**src/rtl/ui_pkg.sv**
```systemverilog
// Shared UI definitions: feedback FSM states, default board timing and a
// counter-width helper used by the dividers.
package ui_pkg;

   typedef enum logic [1:0] {
      IDLE = 2'd0,
      BEEP = 2'd1,
      GAP  = 2'd2
   } ui_state_e;

   // 27 MHz board clock: 100 Hz timing tick, 2 kHz buzzer tone
   localparam int DEF_TICK_DIV   = 270000;
   localparam int DEF_TONE_DIV   = 6750;
   localparam int DEF_BEEP_TICKS = 10;
   localparam int DEF_GAP_TICKS  = 5;
   localparam int DEF_QUEUE_MAX  = 7;

   // Width of a counter holding 0..n-1; never narrower than one bit
   function automatic int cnt_w(input int n);
      return (n <= 1) ? 1 : $clog2(n);
   endfunction

endpackage

```
**src/rtl/tick_gen.sv**
```systemverilog
// Free-running divider producing a one-cycle tick every DIV clocks.
// Only reset re-phases it, so every consumer sees the same tick grid.
module tick_gen
   import ui_pkg::*;
#(
   parameter int DIV = DEF_TICK_DIV
)(
   input  logic clk,
   input  logic rst,
   output logic tick
);

   localparam int            W    = cnt_w(DIV);
   localparam logic [W-1:0]  LAST = W'(DIV - 1);

   logic [W-1:0] count;

   // wrap at DIV-1, zero on reset
   always_ff @(posedge clk) begin
      if (rst)                count <= '0;
      else if (count == LAST) count <= '0;
      else                    count <= count + 1'b1;
   end

   assign tick = (count == LAST);

endmodule

```
**src/rtl/beep_driver.sv**
```systemverilog
// Feedback driver: each request gives one timed beep (tone + LED) followed
// by a silent gap; requests arriving mid-beep/gap are queued and replayed.
module beep_driver
   import ui_pkg::*;
#(
   parameter int TICK_DIV   = DEF_TICK_DIV,
   parameter int TONE_DIV   = DEF_TONE_DIV,
   parameter int BEEP_TICKS = DEF_BEEP_TICKS,
   parameter int GAP_TICKS  = DEF_GAP_TICKS,
   parameter int QUEUE_MAX  = DEF_QUEUE_MAX
)(
   input  logic                           clk,
   input  logic                           rst,
   input  logic                           trig,
   output logic                           buzzer,
   output logic                           led,
   output logic                           busy,
   output logic [$clog2(QUEUE_MAX+1)-1:0] pending,
   output logic                           overflow
);

   localparam int PW = $clog2(QUEUE_MAX + 1);
   localparam int TW = cnt_w((BEEP_TICKS > GAP_TICKS) ? BEEP_TICKS : GAP_TICKS);
   localparam int OW = cnt_w(TONE_DIV);

   localparam logic [PW-1:0] QMAX      = PW'(QUEUE_MAX);
   localparam logic [TW-1:0] BEEP_LAST = TW'(BEEP_TICKS - 1);
   localparam logic [TW-1:0] GAP_LAST  = TW'(GAP_TICKS - 1);
   localparam logic [OW-1:0] TONE_LAST = OW'(TONE_DIV - 1);

   logic          tick;
   ui_state_e     state, state_nx;
   logic [TW-1:0] tcnt, tcnt_nx;
   logic [PW-1:0] pend_nx;
   logic [PW-1:0] pend_inc;
   logic          full_drop;
   logic          drop;
   logic          tone_run;
   logic [OW-1:0] tone_cnt;

   tick_gen #(.DIV(TICK_DIV)) u_tick (
      .clk  (clk),
      .rst  (rst),
      .tick (tick)
   );

   // plain enqueue outcome for a trig that does not coincide with a dequeue
   assign full_drop = (pending == QMAX);
   assign pend_inc  = full_drop ? pending : pending + 1'b1;

   // next state, phase counter and queue depth
   always_comb begin
      state_nx = state;
      tcnt_nx  = tcnt;
      pend_nx  = pending;
      drop     = 1'b0;
      case (state)
         IDLE: begin
            if (trig || pending != '0) begin
               state_nx = BEEP;
               tcnt_nx  = '0;
               // a direct accept bypasses the queue; a queued start with a
               // simultaneous trig swaps one entry for another
               if (pending != '0 && !trig) pend_nx = pending - 1'b1;
            end
         end
         BEEP: begin
            if (tick) begin
               if (tcnt == BEEP_LAST) begin
                  state_nx = GAP;
                  tcnt_nx  = '0;
               end else begin
                  tcnt_nx  = tcnt + 1'b1;
               end
            end
            if (trig) begin
               pend_nx = pend_inc;
               drop    = full_drop;
            end
         end
         GAP: begin
            if (tick && tcnt == GAP_LAST) begin
               tcnt_nx = '0;
               if (pending != '0) begin
                  // dequeue frees a slot, so a coincident trig never drops
                  state_nx = BEEP;
                  if (!trig) pend_nx = pending - 1'b1;
               end else begin
                  // a trig on the way out is queued and restarts from IDLE
                  state_nx = IDLE;
                  if (trig) pend_nx = pending + 1'b1;
               end
            end else begin
               if (tick) tcnt_nx = tcnt + 1'b1;
               if (trig) begin
                  pend_nx = pend_inc;
                  drop    = full_drop;
               end
            end
         end
         default: state_nx = IDLE;
      endcase
   end

   // FSM, queue and status registers
   always_ff @(posedge clk) begin
      if (rst) begin
         state    <= IDLE;
         tcnt     <= '0;
         pending  <= '0;
         overflow <= 1'b0;
         led      <= 1'b0;
         busy     <= 1'b0;
      end else begin
         state    <= state_nx;
         tcnt     <= tcnt_nx;
         pending  <= pend_nx;
         overflow <= drop;
         led      <= (state_nx == BEEP);
         busy     <= (state_nx != IDLE);
      end
   end

   // tone only advances while staying in BEEP, so entry always starts at 0/low
   assign tone_run = (state == BEEP) && (state_nx == BEEP);

   // buzzer half-period divider
   always_ff @(posedge clk) begin
      if (rst || !tone_run) begin
         tone_cnt <= '0;
         buzzer   <= 1'b0;
      end else if (tone_cnt == TONE_LAST) begin
         tone_cnt <= '0;
         buzzer   <= ~buzzer;
      end else begin
         tone_cnt <= tone_cnt + 1'b1;
      end
   end

endmodule

```
**config.mk**
```make
export PLATFORM = sky130hd
export DESIGN_NAME = beep_driver
export DESIGN_NICKNAME = d
export VERILOG_FILES = /design/src/rtl/ui_pkg.sv /design/src/rtl/tick_gen.sv /design/src/rtl/beep_driver.sv
export SDC_FILE = /design/constraint.sdc
export NUM_CORES = 1
export LEC_CHECK = 0
export CORE_MARGIN = 3
export CORE_UTILIZATION = 40
export CTS_CLUSTER_DIAMETER = 200
export DETAILED_ROUTE_END_ITERATION = 16
export SYNTH_ARGS = -nofsm -noshare
export SYNTH_HDL_FRONTEND = slang
export SYNTH_SLANG_ARGS = --single-unit
```
**constraint.sdc**
```tcl
create_clock -name clk -period 5.4 [get_ports clk]
set_input_delay 0.81 -clock clk [delete_from_list [all_inputs] [get_ports clk]]
set_output_delay 0.81 -clock clk [all_outputs]
set_load 0.1 [all_outputs]
```
# == Word-level counts from Yosys, hierarchy flattened ==
# Cells that the tools add are included.
# classes
add_sub_neg,5
multipliers,0
div_mod_pow,0
n_lt_le_gt_ge,0
n_eq_ne,14
n_shift,0
n_mux,24
bitwise_logic,1
reduce_logical,15
# op_table
operator,n
$mux W3,8
$mux W4,5
$add A19 B1 Y19 const B,1
$eq A19 B19 Y1 const B,1
$add A13 B1 Y13 const B,1
$eq A13 B13 Y1 const B,1
$pmux W4 S3,1
$pmux W3 S3,1
$mux W2,4
$ne A4 B4 Y1 const B,2
$ne A2 B2 Y1 const B,3
$pmux W2 S3,1
$reduce_bool A3 Y1,2
$reduce_and A5 Y1,1
$add A4 B1 Y4 const B,1
$eq A2 B1 Y1 const B,2
$eq A4 B3 Y1 const B,1
$eq A4 B4 Y1 const B,1
$reduce_and A4 Y1,1
$reduce_or A2 Y1,2
$add A3 B1 Y3 const B,1
$eq A3 B3 Y1 const B,1
$logic_and A1 B1 Y1,3
$mux W1,3
other kinds (9),11
# word_totals
reg_bits,45
latch_bits,0
ram_bits,0
rom_bits,0
output_inout_bits,7
elab_cells,68
n_memories,0

# == Depth between registers and ports, before layout ==
# depth
depth_word,9
depth_mapped,8
mapped_depth_nobuf,8

# == Cells and area by module ==
# A second synthesis with hierarchy kept.
# hier_totals
hier_cells,278
area_unflattened_um2,2393.5
# modules_own_cells
module,n_inst,cells_per_inst,area_each_um2,seq_area_each_um2
beep_driver,1,180,1514.0,520.5
tick_gen,1,98,879.6,380.4

# == Worst setup path after synthesis ==
# No wires, ideal clock.
# synth_path
path_kind,register to register
start,register pending[0]
end,register pending[2]
setup_time_ns,0.095
t_arrival_ns,2.360
path_slack_ns,2.945
stages_incl_launch_ff,8
n_path_buf,0
cell_sequence,dfxtp_1 -> inv_1 -> ha_1 -> nor2b_1 -> o21ai_0 -> o311a_1 -> o21ai_0 -> a221oi_1
# synth_via
elab_chain_len,5
# synth_lines
item,line_no,source
start: declaration,beep_driver.sv:18,"output logic [$clog2(QUEUE_MAX+1)-1:0] pending,"
start signal: assignment,beep_driver.sv:117,pending <= pend_nx;
$add A3 B1 Y3 (tied with other cells),"beep_driver.sv:49, beep_driver.sv:91",
$mux W3 (on tied branches),"beep_driver.sv:49, beep_driver.sv:87, beep_driver.sv:91",
$mux W3 (on tied branches),"beep_driver.sv:76, beep_driver.sv:95, beep_driver.sv:84",
$mux W3,beep_driver.sv:82,if (tick && tcnt == GAP_LAST) begin
$pmux W3 S3,beep_driver.sv:57,case (state)
# Several ways; a longest one is shown, not always the timed one. The select of a mux whose other input is x is not followed.
# A chain may end at the register's enable or synchronous reset.

# == Final worst setup path ==
# layout_path
start,register pending[2]
end,output pending[2]
# No word-level cell between the ends.

==> summary.txt <==
Power and ir drop
  • Gate power share: 36.6%
  • Leakage: 0.995 nW
  • Register share of total power: 36.9%
  • Clock group share of total power: 26.5%
  • Worst VDD drop: 0.258 mV
  • Net Sw Frac: 39.7%
  • P_int: 0.000618 W
  • PwrDens: 373 nW/um^2
  • Switch Pwr: 0.000406 W

Critical path
  • Setup Crit Path Kind: flop to primary output
  • Startpoint types: flop
  • Slowest CP cell: clkdlybuf4s50_1
  • Req. time, crit path: 4.59 ns
  • Worst EP arrival: 1.99 ns
  • CP endpoint kind: primary output
  • Worst path top cell family by delay: buffers and inverters
  • CP bufs+invs: 1
  • Reg-to-reg slack, setup: 3.10 ns
  • Critical path peak fanout: 9
  • CP max stage delay: 1.19 ns
  • CP Cell Sequence: clkdlybuf4s50_1

Cells and area
  • Area growth, synth to finish: 10.3%
  • Share of layout cells above drive strength 1: 5.86%
  • Fin nets: 307
  • Final cell count without fillers: 365
  • Antenna diode count: 0

Die
  • I/O pin total: 10
  • Placeable Area: 5960 sq um
  • Rows: 28
  • Starting Density: 41.8%
  • Die width: 84.9 microns
  • Die H: 84.9 microns
  • Die ar.: 7200 sq um

Logic synthesis
  • Largest cells by area after synthesis: dfxtp_1 36%, ha_1 7.5%, xor2_1 5.6%
  • Synth Area in Simple Gates: 28.7%
  • Area leader, netlist: dfxtp_1
  • Synth Area in Compound Gates: 12.9%
  • Count leader, synth: dfxtp_1
  • Mean Syn Cell Area: 8.79 sq um
  • Warnings from Yosys: 0
  • Post-Syn Nets: 301
  • Synthesized cell area: 2490 sq um
  • Mux cell area share after synthesis: 0.402%
  • Synth Flop Type: dfxtp_1
  • Post-Synthesis Cells: 283
  • Sequential share of the synthesized area: 36.2%
  • EDFF count, synth: 0
  • XOR/XNOR Fraction of Synth Area: 10.2%
  • Async SR Flop Fraction: 0%
  • Synthesized flop and latch total: 45
  • Synth top cells by count: 45 x dfxtp_1, 30 x nor2_1, 18 x nand2_1, 18 x nor3_1, 16 x xor2_1
  • Adder-Cell Fraction of Synth Area: 7.54%
  • Largest family of logic cells by synthesized area: simple AND/OR/NAND/NOR gates
  • Distinct cells, synth: 52
  • Synth top area share: 36.2%

Drt
  • Vias per cell: 5.44
  • Antenna-violating nets left: 0
  • # DRC: 0
  • DR vias: 1,985
  • WL/cell: 13.5 microns
  • Final wirelength: 4.91 mm
  • Pre-Repair DR Iteration Count: 4
  • Iter 0 DRT Violations: 108

CTS
  • Htree depth: 2
  • CTS clock-pin slew for the worst setup and hold paths: 0.09 ns
  • Root Driver: clkbuf_8
  • CTS tree: built
  • Skew-Pair Late Insertion Delay: 0.31 ns
  • # hold bufs at CTS: 0
  • Cts bufs inserted: 5
  • Post_cts resized: 0
  • Buffer count from post-CTS setup fixing: 0
  • CTS max path bufs: 2
  • Clock sinks: 45

STA
  • Hold Fails Final Rpt: 0
  • Worst rel slew slack: 31.6%
  • Worst Skew: 0.0129 ns
  • Fin. max-slew vios: 0
  • Setup TNS: 0 ns
  • Worst-Margin Slew: 1.02 ns
  • Endpoints failing setup: 0
  • Part of the cycle the worst path needs: 51.8%
  • RSZ-0062 raised after global routing: no
  • FMAX: 0.357 GHz
  • Crit path time final: 2.80 ns

GRT
  • GRT Total Usage: 14.8%
  • First-pass GRT wire length: 8.78 mm
  • GRT Residual Overflow: 0
  • Vias in the first global route: 1,919
  • Largest net degree at the start of global routing: 20
  • Initial antenna violation count: 0

Worst hold path
  • Hold Crit Class: flop to flop

Run
  • Max-Cap Viols: 0

Placement
  • PortBufs: 9
  • Final Wtd Congestion: 0.777
  • Placed Cells: 357
  • Hpwl dp: 3.43 mm

Status
  • Outcome: completed
-- final cells by class --
type | instances | area, sq um
Clock buffer | 6 | 82.6
Clock inverter | 2 | 37.5
Fill cell | 597 | 3210
Inverter | 14 | 52.6
Multi-Input combinational cell | 214 | 1490
Sequential cell | 45 | 901
Tap cell | 75 | 93.8
Timing Repair Buffer | 9 | 90.1
-- sequential cells by signal, summed over array words and instances (netlist names) --
| signal | flops |
|---|---|
| tone_cnt | 13 |
| pending | 3 |
| buzzer | 1 |
| overflow | 1 |
| u_tick.count | 19 |
| led | 1 |
| busy | 1 |
| state | 2 |
| tcnt | 4 |
-- placed cells by master (no fill, tap or decap), types with 3 or more instances in the layout --
cell / n
clkdlybuf4s50_1: 9
nand3_1: 14
ha_1: 15
inv_1: 14
nor2_1: 30
a21oi_1: 4
nor4_1: 3
clkbuf_8: 6
nand2_1: 18
xnor2_1: 13
xor2_1: 16
nor3_1: 18
nand2b_1: 6
a41oi_1: 3
and3_1: 9
or2_2: 3
o21ai_0: 8
and4_1: 4
dfxtp_1: 45
nand4_1: 7
a31oi_1: 5
-- cell families (layout without fill, tap and decap cells) --
family	Yosys count	count (layout)
xor gates and xnor gates	29	29
AOI/OAI and AO/OA	42	42
and+or+nand+nor	127	127
buffers and inverters	24	31
DFF	45	45
adders and majority gates	15	15
muxes	1	1
-- power by group through the flow --
stage | clock, W | sequential [W] | combinational (W)
floorplan | 0 | 0.000487 | 0.000197
global placement | 0 | 0.000386 | 0.000370
detailed placement | 0 | 0.000386 | 0.000373
CTS | 0.000280 | 0.000379 | 0.000375
global route | 0.000296 | 0.000383 | 0.000407
finish | 0.000271 | 0.000378 | 0.000375
-- stage by stage --
step	area (sq um)	worst slack (ns)	power, W	util, %	hold WS (ns)
after floorplan	2490	2.94	0.000685	-	0.430
after global placement	2620	2.71	0.000755	44.1	0.453
after detailed placement	2620	2.67	0.000759	44.1	0.482
after CTS	2740	2.59	0.00103	46.1	0.502
after global routing	2740	2.54	0.00109	46.1	0.514
final	2740	2.60	0.00102	46.1	0.489
-- layer usage --
| metal | GRT usage (%) | part of all wire, % |
|---|---|---|
| met4 | 5.18 | 1.4 |
| met3 | 3.20 | 3.4 |
| met1 | 19.4 | 49 |
| met5 | 0 | 0 |
| met2 | 23.9 | 46 |
-- final timing paths --
check,end,depth (start not counted),start
max,pending[2],1,pending[2]$_SDFFE_PP0P_
min,u_tick.count[0]$_SDFF_PP0_,1,u_tick.count[0]$_SDFF_PP0_
max reg2reg,tone_cnt[2]$_SDFF_PP0_,5,u_tick.count[12]$_SDFF_PP0_
min reg2reg,u_tick.count[0]$_SDFF_PP0_,1,u_tick.count[0]$_SDFF_PP0_
No activity file was read; power rests on OpenSTA's default activity.
